--- src/rtl/fmul_share_ctrl.sv ---
// Shares one registered FP32 multiplier between two requesters: round-robin
// acceptance, operand hold for LAT edges, and a one-cycle response pulse to the issuer.
module fmul_share_ctrl #(
  parameter int unsigned LAT = 1
) (
  input  logic        clk,
  input  logic        rst_n,
  input  logic        req0_valid,
  output logic        req0_ready,
  input  logic [31:0] req0_a,
  input  logic [31:0] req0_b,
  input  logic        req1_valid,
  output logic        req1_ready,
  input  logic [31:0] req1_a,
  input  logic [31:0] req1_b,
  output logic [31:0] mul_a,
  output logic [31:0] mul_b,
  input  logic [31:0] mul_c,
  input  logic        mul_overflow,
  output logic        rsp0_valid,
  output logic        rsp1_valid,
  output logic [31:0] rsp_c,
  output logic        rsp_overflow,
  output logic        busy,
  output logic [15:0] op_cnt
);

  typedef enum logic [1:0] {
    IDLE = 2'd0,
    WAIT = 2'd1,
    RESP = 2'd2
  } state_t;

  state_t     state;
  state_t     state_next;
  logic       last_grant;
  logic       owner;
  logic [3:0] cnt;
  logic       grant0;
  logic       grant1;
  logic       accept;

  // On a tie the requester that did not win last time is granted.
  always_comb begin
    grant0 = req0_valid && (!req1_valid || last_grant);
    grant1 = req1_valid && (!req0_valid || !last_grant);
    accept = (state == IDLE) && (grant0 || grant1);
  end

  always_ff @(posedge clk or negedge rst_n) begin
    if (!rst_n) begin
      state <= IDLE;
    end else begin
      state <= state_next;
    end
  end

  always_comb begin
    state_next = state;
    case (state)
      IDLE:    if (accept) state_next = WAIT;
      WAIT:    if (cnt == 4'd1) state_next = RESP;
      RESP:    state_next = IDLE;
      default: state_next = IDLE;
    endcase
  end

  always_comb begin
    req0_ready = (state == IDLE) && grant0;
    req1_ready = (state == IDLE) && grant1;
  end

  always_ff @(posedge clk or negedge rst_n) begin
    if (!rst_n) begin
      mul_a        <= '0;
      mul_b        <= '0;
      rsp_c        <= '0;
      rsp_overflow <= 1'b0;
      rsp0_valid   <= 1'b0;
      rsp1_valid   <= 1'b0;
      op_cnt       <= '0;
      busy         <= 1'b0;
      last_grant   <= 1'b1;
      owner        <= 1'b0;
      cnt          <= '0;
    end else begin
      busy       <= (state_next != IDLE);
      rsp0_valid <= 1'b0;
      rsp1_valid <= 1'b0;
      case (state)
        IDLE: begin
          if (accept) begin
            mul_a      <= grant1 ? req1_a : req0_a;
            mul_b      <= grant1 ? req1_b : req0_b;
            owner      <= grant1;
            last_grant <= grant1;
            cnt        <= 4'(LAT);
          end
        end
        WAIT: begin
          cnt <= cnt - 4'd1;
          if (cnt == 4'd1) begin
            rsp_c        <= mul_c;
            rsp_overflow <= mul_overflow;
            rsp0_valid   <= !owner;
            rsp1_valid   <= owner;
          end
        end
        RESP: begin
          op_cnt <= op_cnt + 16'd1;
        end
        default: ;
      endcase
    end
  end

endmodule
--- config.mk ---
export PLATFORM = sky130hd
export DESIGN_NAME = fmul_share_ctrl
export DESIGN_NICKNAME = d
export VERILOG_FILES = /design/src/rtl/fmul_share_ctrl.sv
export SDC_FILE = /design/constraint.sdc
export NUM_CORES = 1
export LEC_CHECK = 0
export ABC_AREA = 1
export BUFFER_PORTS_ARGS = -buffer_cell sky130_fd_sc_hd__buf_2
export CORE_MARGIN = 5
export CORE_UTILIZATION = 29
export CTS_CLUSTER_DIAMETER = 50
export CTS_CLUSTER_SIZE = 12
export DETAILED_ROUTE_END_ITERATION = 8
export PLACE_DENSITY_LB_ADDON = 0.12
export SYNTH_ARGS = -nofsm -noshare
export SYNTH_HDL_FRONTEND = slang
export SYNTH_SLANG_ARGS = --single-unit
export TNS_END_PERCENT = 30
--- constraint.sdc ---
create_clock -name clk -period 1.55 [get_ports clk]
set_input_delay 0.155 -clock clk [delete_from_list [all_inputs] [get_ports clk]]
set_output_delay 0.155 -clock clk [all_outputs]
set_load 0.01 [all_outputs]
* After elaboration in Yosys (flattened, before gate mapping) *
Index checks and enable logic that the tools add are counted.

operators by class
  add/subtract/negate cells = 2
  multiply operators = 0
  div/mod/pow operators = 0
  order comparisons = 0
  eq/ne operators = 4
  shift operators = 0
  mux-type cells = 11
  bitwise logic cells = 0
  reductions and logical operators = 18

operator list
  kind                                                  number
  2-to-1 mux 32 bit                                     2
  adder 16 x 1 -> 16 bit (second input constant)        1
  case mux 4 bit (2 select lines)                       1
  AND reduction 2 bit                                   3
  logical AND 1 bit                                     5
  equality test 4 x 1 -> 1 bit (second input constant)  1
  logical NOT 1 bit                                     4
  2-to-1 mux 1 bit                                      4
  2-to-1 mux 2 bit                                      2
  2-to-1 mux 4 bit                                      1
  case mux 2 bit (2 select lines)                       1
  nonzero test 2 bit                                    2
  subtractor 4 x 1 -> 4 bit (second input constant)     1
  logical OR 1 bit                                      3
  equality test 2 x 1 -> 1 bit (second input constant)  1
  equality test 2 bit (second input constant)           1
  logical NOT 2 bit                                     1
  != test 2 bit (second input constant)                 1

word-level totals
  bits in registers = 124
  bits in latches = 0
  RAM bits = 0
  memory bits (read-only) = 0
  output and inout bits = 118
  memories kept = 0

* Depth between registers and ports, before layout *
Gate-level depths: netlist of the first run.

  depth in word-level cells = 8
  mapped depth = 9

* Worst setup path after synthesis of the first run *
Ideal clock, no wire load.

  path kind = flip-flop to flip-flop
  start point = reg last_grant
  end point = reg mul_b[1]
  arrival = 1270 ps
  data required time = 1434 ps
  slack = 164 ps
  cell stages (with the launch flop) = 8
  buffers on the path = 2
  path through = dfstp_2 -> nor2_1 -> nor2_2 -> nor2_4 -> buf_4 -> buf_4 -> nand2_1 -> nand2_1

on the way
  word-level cells in the longest chain between the ends = 6
  elaborated cells between the ends (all ways) = 9

RTL lines
  item                                  line  RTL
  from (decl)                           36    logic last_grant;
  from (signal assigned)                96    last_grant <= grant1;
  logical NOT 1 bit                     46    grant1 = req1_valid && (!req0_valid || !last_grant);
  logical OR 1 bit                      46
  logical AND 1 bit                     46
  logical OR 1 bit                      47    accept = (state == IDLE) && (grant0 || grant1);
  logical AND 1 bit                     47
  AND reduction 2 bit (no source line)  -
  to (signal assigned)                  94    mul_b <= grant1 ? req1_b : req0_b;
  to (decl)                             17    output logic [31:0] mul_b,

Parallel ways exist; a longest one is shown, timed or not.
A chain may end at the register's enable or synchronous reset.

* Worst setup path after layout of the first run *
  start point = reg state[0]
  end point = out req0_ready

on the way
  word-level cells in the longest chain between the ends = 2

RTL lines
  item                    line  RTL
  from (decl)             34    state_t state;
  from (signal assigned)  54    state <= state_next;
  logical NOT 2 bit       69    req0_ready = (state == IDLE) && grant0;
  logical AND 1 bit       69
  to (decl)               9     output logic req0_ready,

Every way passes these cells.

==> results_dict.tcl, run 1 <==
set metrics [dict create \
    status "finished, final reports clean" \
    whs_path_depth 5 \
    clock_tree.buffer_depth 2 \
    hp-class "in -> reg" \
    num_vias 5909 \
    timing.final.ws_setup_ns 0.0477 \
    synthesis.area_um2 5880 \
    detailedPlace.worstSlack_ns 0.0612 \
    element_type_at_the_critical_path_start "register" \
    required_ns 1.39 \
    fp-row-count 52 \
    drt-pass1-iter-count 4 \
    grt_antenna_before_repair 0 \
    finalHoldViolCount 0 \
    report.final.setup_viol 0 \
    multi_input_area_um2 2480 \
    cts_num_sinks 124 \
    reg2reg_to "mul_a[11]" \
    worstPathArrival_ns 1.35 \
    worst_clock_skew_ns 0.00905 \
    global_route.overflow_total 0 \
    synth_top_family_by_area "simple AND/OR/NAND/NOR gates" \
    syn2layout_area_growth_pct 49.8 \
    most-common-layout-cells "464 x sky130_fd_sc_hd__nand2_1, 279 x sky130_fd_sc_hd__buf_2, 123 x sky130_fd_sc_hd__dfrtp_1" \
    vias_in_the_first_global_route 5921 \
    clk-insertion-delay-late_ns 0.42 \
    cts_made_buffers 17 \
    slowest_delay_ns 0.41 \
    critical_path.reg2reg.startpoint "last_grant" \
    hpwl_um 13300 \
    final_common_cell "sky130_fd_sc_hd__nand2_1" \
    worstPathCellList "nor2_2 -> nand2_2 -> nor2_4 -> buf_6" \
    clock_transition_at_path_regs_ns 0.06 \
    layout_min_cycle_time_ns 1.50 \
    die_area_um2 23200 \
    drc_errors 0 \
    nFillCells 2048 \
    routabilityCongestion 0.748 \
    starting_density_of_the_core_pct 29.2 \
    final.period_utilization_pct 96.9 \
    hold_slack_ns 0.0224 \
    totalWireLength_um 18600 \
    fp.dieW_um 152 \
    ys_seq_elements 124 \
    floorplan.core_area_um2 20100 \
    cts.root.buffer_cell "sky130_fd_sc_hd__clkbuf_16" \
    timing.max_slew.rel_slack_pct 68.3 \
    synth_compound_area_share_pct 0.851 \
    reg2reg_setup_slack_ns 0.10 \
    tritoncts "built" \
    finalMaxSlewViolations 0 \
    global_route_wire_length_before_repair_um 30600 \
    timing_worst_slew_pin_value_ns 0.476 \
    finalSetupTns_ns 0 \
    ioPinCount 283 \
    layout.area.seq_um2 3100 \
    critPathMaxFanout 3 \
    ys_warn_count 0 \
    initialDrtViolationCount 283 \
    post_drt_wl_per_cell_um 13.3 \
    finalInstanceArea_um2 8800 \
    nNetsFinal 1284 \
    seq_area_frac_synth_pct 52.8 \
    buffer_ports.inserted 282 \
    max-vdd-ir-drop_uv 717 \
    min-delay-start "req0_b[24]" \
    report.power.total_mw 16.4 \
    crit_family "simple AND/OR/NAND/NOR gates" \
    utilization_pct 43.8 \
    drive_above_1_share_pct 31.1 \
    synthMuxAreaShare_pct 0 \
    yosys.area_share.xor_xnor_pct 1.04 \
    max_cap_viol_count 0 \
    yosys.area_share.simple_pct 39.1 \
    chipHeight_um 152 \
    num_antenna_cells 0 \
    leakagePower_nw 5.17 \
    syn_inst 797 \
    grt_start_max_net_pins 65 \
    postSynthNetCount 965 \
    postSynthAreaPerCell_um2 7.38 \
    r2r_cells 7 \
    maximum_level_of_the_cts_h_tree 4 \
    grtUsageTotal_pct 16.1 \
    cp_num_buf_inv 1 \
    critical-path-slowest-cell "sky130_fd_sc_hd__dfrtp_1" \
    timing.fmax_mhz 666 \
    synth_cell_type_count 22 \
    fin_cells 1399 \
    criticalPathCategory "reg -> out" \
    vias_per_cell 4.22 \
    area_post_placement_um2 7730 \
    unrepaired_setup_endpoints_after_global_routing "yes" \
    power_per_cell_area_nw_per_um2 1860 \
    antenna_left 0 \
    placedCellCount 1329 \
    holdPathEnd "mul_b[24]" \
    synth_fa_ha_area_share_pct 0.639 \
    endpoint_kind "output pin" \
]
worst reg2reg max path, cell delays in order, from the launching register on:
cell,delay [ns]
sky130_fd_sc_hd__dfstp_2,0.56
sky130_fd_sc_hd__nand2_4,0.06
sky130_fd_sc_hd__buf_4,0.14
sky130_fd_sc_hd__buf_12,0.17
sky130_fd_sc_hd__nand3_1,0.18
sky130_fd_sc_hd__nand2_1,0.11
sky130_fd_sc_hd__nand2_1,0.09
sky130_fd_sc_hd__nand2_1,0.04
layer usage:
metal  global-route usage (%)  part of all wire, %  up-vias
li1                         -                    -     3079
met1                     20.1                   44     2648
met2                     26.8                   48      163
met3                     5.23                  6.3       19
met4                     4.45                  1.5        0
met5                        0                    0        -
synthesized netlist by cell type, drive strengths merged:
cell	number	area share, %
inv	37	2.4
nand3b	1	0.13
xnor2	6	0.89
dfstp	1	0.45
nand3	73	6.2
o21ai	7	0.60
ha	3	0.64
clkbuf	6	0.38
buf	34	2.8
nor3	3	0.26
o21bai	2	0.26
dfrtp	123	52
nand4	5	0.53
nor2	25	1.8
xor2	1	0.15
nand2	470	30
worst max-delay path by stage:
stage	startpoint	to	slack [ns]	cells after the start
floorplan	last_grant	mul_b[1]	0.16	7
global placement	last_grant	mul_b[5]	0.09	7
detailed placement	last_grant	mul_a[28]	0.06	7
CTS	state[0]	req0_ready	-0.004	4
global route	state[0]	req0_ready	-0.03	4
finish	state[0]	req0_ready	0.05	4
sequential cells by signal, summed over array words and instances, names as in the netlist, 2 cells and up:
register and count:
cnt 4, op_cnt 16, rsp_c 32, mul_b 32, mul_a 32, state 2
report_power, final:
group	switching, mW	internal, mW	total (mW)
Sequential	0.741	4.67	5.41
Clock	1.47	2.99	4.46
Combinational	3.92	2.56	6.49
Total	6.13	10.2	16.4
kinds of logic (layout without fill, tap and decap cells):
family,count (synthesis),in the layout
flip-flops,124,124
buffers and inverters,77,409
adder cells (fa/ha/maj),3,3
AO/OA/AOI/OAI,9,9
XOR/XNOR,7,7
AND/OR/NAND/NOR,577,577
final cells by class:
type                       instances  area share, %
clock buffer                      23           5.43
clock inverter                     9           2.07
inverter                          37           1.58
multi-input combinational        596           28.2
sequential                       124           35.3
tap                              270           3.84
timing repair buffer             340           23.7
timing repair:
action	4_1_cts	5_1_grt
pin swaps	3	2
setup endpoints to repair	2	34
gates resized for setup	7	4
setup buffers	3	2
hold buffers	34	0
endpoints found under the hold margin	57	0
Power figures use the tool's default switching activity.
==> run 2, diff against run 1 <==
==> constraint.sdc (replaced) <==
create_clock -name clk -period 1.3 [get_ports clk]
set_input_delay 0.13 -clock clk [delete_from_list [all_inputs] [get_ports clk]]
set_output_delay 0.13 -clock clk [all_outputs]
set_load 0.01 [all_outputs]
==> run 2 against run 1 <==
Net effect:
- the flow now finishes with violations (setup timing)
- critical path depth increased by 1
- design area is 10% higher
- final cell count increased by 4.9%
- via count grew 6.6%
- core utilization grew 4.4 points
- critical path type unchanged
- largest power group unchanged
- highest routed layer unchanged
==> results_dict.tcl, run 2 (synthesized netlist as in run 1, its figures left out) <==
set metrics [dict create \
    layout.area.seq_um2 3100 \
    r2r_cells 8 \
    unrepaired_setup_endpoints_after_global_routing "yes" \
    worstPathCellList "nand2_2 -> nand2_4 -> nor2_4 -> buf_6 -> buf_6" \
    status "finished with violations" \
    multi_input_area_um2 2590 \
    vias_in_the_first_global_route 6361 \
    timing_worst_slew_pin_value_ns 0.490 \
    max_cap_viol_count 0 \
    buffer_ports.inserted 282 \
    holdPathEnd "mul_b[8]" \
    report.final.setup_viol 87 \
    routabilityCongestion 0.787 \
    initialDrtViolationCount 181 \
    cts_num_sinks 124 \
    drt-pass1-iter-count 4 \
    required_ns 1.17 \
    most_repeated_library_cell_on_the_critical_path "sky130_fd_sc_hd__buf_6" \
    drc_errors 0 \
    timing.fmax_mhz 662 \
    num_vias 6300 \
    clock_tree.buffer_depth 2 \
    timing.max_slew.rel_slack_pct 67.3 \
    post_drt_wl_per_cell_um 14.0 \
    cts_made_buffers 17 \
    finalMaxSlewViolations 0 \
    nFillCells 1999 \
    crit_family "flip-flops" \
    cts.root.buffer_cell "sky130_fd_sc_hd__clkbuf_16" \
    clk-insertion-delay-late_ns 0.41 \
    layout_min_cycle_time_ns 1.51 \
    reg2reg_setup_slack_ns -0.16 \
    report.power.total_mw 20.8 \
    power_per_cell_area_nw_per_um2 2140 \
    grt.met1_usage_pct 21.5 \
    hp-class "in -> reg" \
    critPathMaxFanout 3 \
    element_type_at_the_critical_path_start "register" \
    timing.final.ws_setup_ns -0.211 \
    most-common-layout-cells "436 x sky130_fd_sc_hd__nand2_1, 279 x sky130_fd_sc_hd__buf_2, 123 x sky130_fd_sc_hd__dfrtp_1" \
    worst_clock_skew_ns 0.00903 \
    drive_above_1_share_pct 35.6 \
    die_area_um2 23200 \
    leakagePower_nw 5.55 \
    global_route.overflow_total 0 \
    clock_transition_at_path_regs_ns 0.05 \
    layer_with_the_highest_usage "met2" \
    maximum_level_of_the_cts_h_tree 4 \
    worstPathArrival_ns 1.38 \
    globalRouteMet2Util_pct 28.1 \
    registers_with_the_most_flip_flops "mul_a: 32 flops, mul_b: 32 flops, rsp_c: 32 flops" \
    nNetsFinal 1352 \
    final.period_utilization_pct 116 \
    floorplan.core_area_um2 20100 \
    vias_per_cell 4.29 \
    critical_path.reg2reg.startpoint "last_grant" \
    finalSetupTns_ns -9.42 \
    starting_density_of_the_core_pct 29.2 \
    critical-path-slowest-cell "sky130_fd_sc_hd__dfstp_2" \
    whs_path_depth 5 \
    antenna_left 0 \
    num_antenna_cells 0 \
    grt_antenna_before_repair 0 \
    chipHeight_um 152 \
    grtUsageTotal_pct 17.0 \
    hpwl_um 14200 \
    syn2layout_area_growth_pct 64.8 \
    slowest_delay_ns 0.55 \
    area_post_placement_um2 7970 \
    ioPinCount 283 \
    grt_start_max_net_pins 44 \
    endpoint_kind "output pin" \
    finalHoldViolCount 0 \
    totalWireLength_um 20600 \
    fp.dieW_um 152 \
    violations "setup timing" \
    min-delay-start "req0_b[8]" \
    reg2reg_to "mul_a[21]" \
    globalRouteMet3Util_pct 4.40 \
    global_route_wire_length_before_repair_um 32400 \
    max-vdd-ir-drop_uv 1030 \
    finalInstanceArea_um2 9680 \
    tritoncts "built" \
    detailedPlace.worstSlack_ns -0.132 \
    fp-row-count 52 \
    criticalPathCategory "reg -> out" \
    final_common_cell "sky130_fd_sc_hd__nand2_1" \
    cp_num_buf_inv 2 \
]
-- run 2: final cells by class --
type | count | share of cell area, %
clock buffers | 19 | 4.57
inverters | 37 | 1.46
flip-flops and latches | 124 | 32.1
well taps | 270 | 3.49
clock inverters | 13 | 1.71
repair buffers | 408 | 30.0
multi-input cells | 596 | 26.7
-- run 2: repair_timing --
| item | 4_1_cts | 5_1_grt |
|---|---|---|
| hold buffers | 68 | 0 |
| endpoints found under the setup margin | 103 | 115 |
| cloned | 0 | 7 |
| buffers inserted | 3 | 2 |
| resized for setup | 7 | 64 |
| hold endpoints to repair | 190 | 0 |
| pin swaps | 3 | 25 |
-- run 2: worst max path at each step --
stage | start | to | slack, ns | cells past startpoint
2_1_floorplan | last_grant | mul_a[0] | -0.009 | 8
3_3_place_gp | last_grant | mul_a[12] | -0.09 | 8
3_5_place_dp | last_grant | mul_a[13] | -0.13 | 8
4_1_cts | last_grant | req1_ready | -0.24 | 5
5_1_grt | last_grant | req1_ready | -0.27 | 5
6_report | last_grant | req1_ready | -0.21 | 5
-- run 2: routing by layer --
metal,wire (um),up-vias,share of wire [%]
met1,9250,2865,45
met2,9730,185,47
met3,1190,30,5.8
li1,-,3220,-
met4,414,0,2.0
met5,0,-,0
-- run 2: report_power, final --
part	total (mW)	internal, mW	switching (mW)	leakage [nW]
Clock	4.86	3.07	1.79	0.286
Combinational	9.37	4.20	5.17	3.71
Sequential	6.54	5.56	0.976	1.56
Total	20.8	12.8	7.93	5.55
-- run 2: worst register-to-register path, cell delays in order (launching register included) --
cell and delay (ns):
sky130_fd_sc_hd__dfstp_2 0.55, sky130_fd_sc_hd__nand2_2 0.08, sky130_fd_sc_hd__nand2_4 0.08, sky130_fd_sc_hd__nor2_4 0.05
sky130_fd_sc_hd__nor2_4 0.19, sky130_fd_sc_hd__buf_12 0.19, sky130_fd_sc_hd__clkbuf_16 0.17, sky130_fd_sc_hd__nand2_1 0.05
sky130_fd_sc_hd__nand2_1 0.05
-- run 2: through the flow --
| stage | instances | hold slack (ns) | utilization, % |
|---|---|---|---|
| 2_1_floorplan | 797 | -0.166 | - |
| 5_1_grt | 1467 | 0.0213 | 48.2 |
| 3_5_place_dp | 1355 | -0.00468 | 39.7 |
| 4_1_cts | 1458 | 0.000304 | 46.3 |
| 6_report | 1467 | 0.0209 | 48.2 |
| 3_3_place_gp | 1355 | 0.000703 | 39.7 |
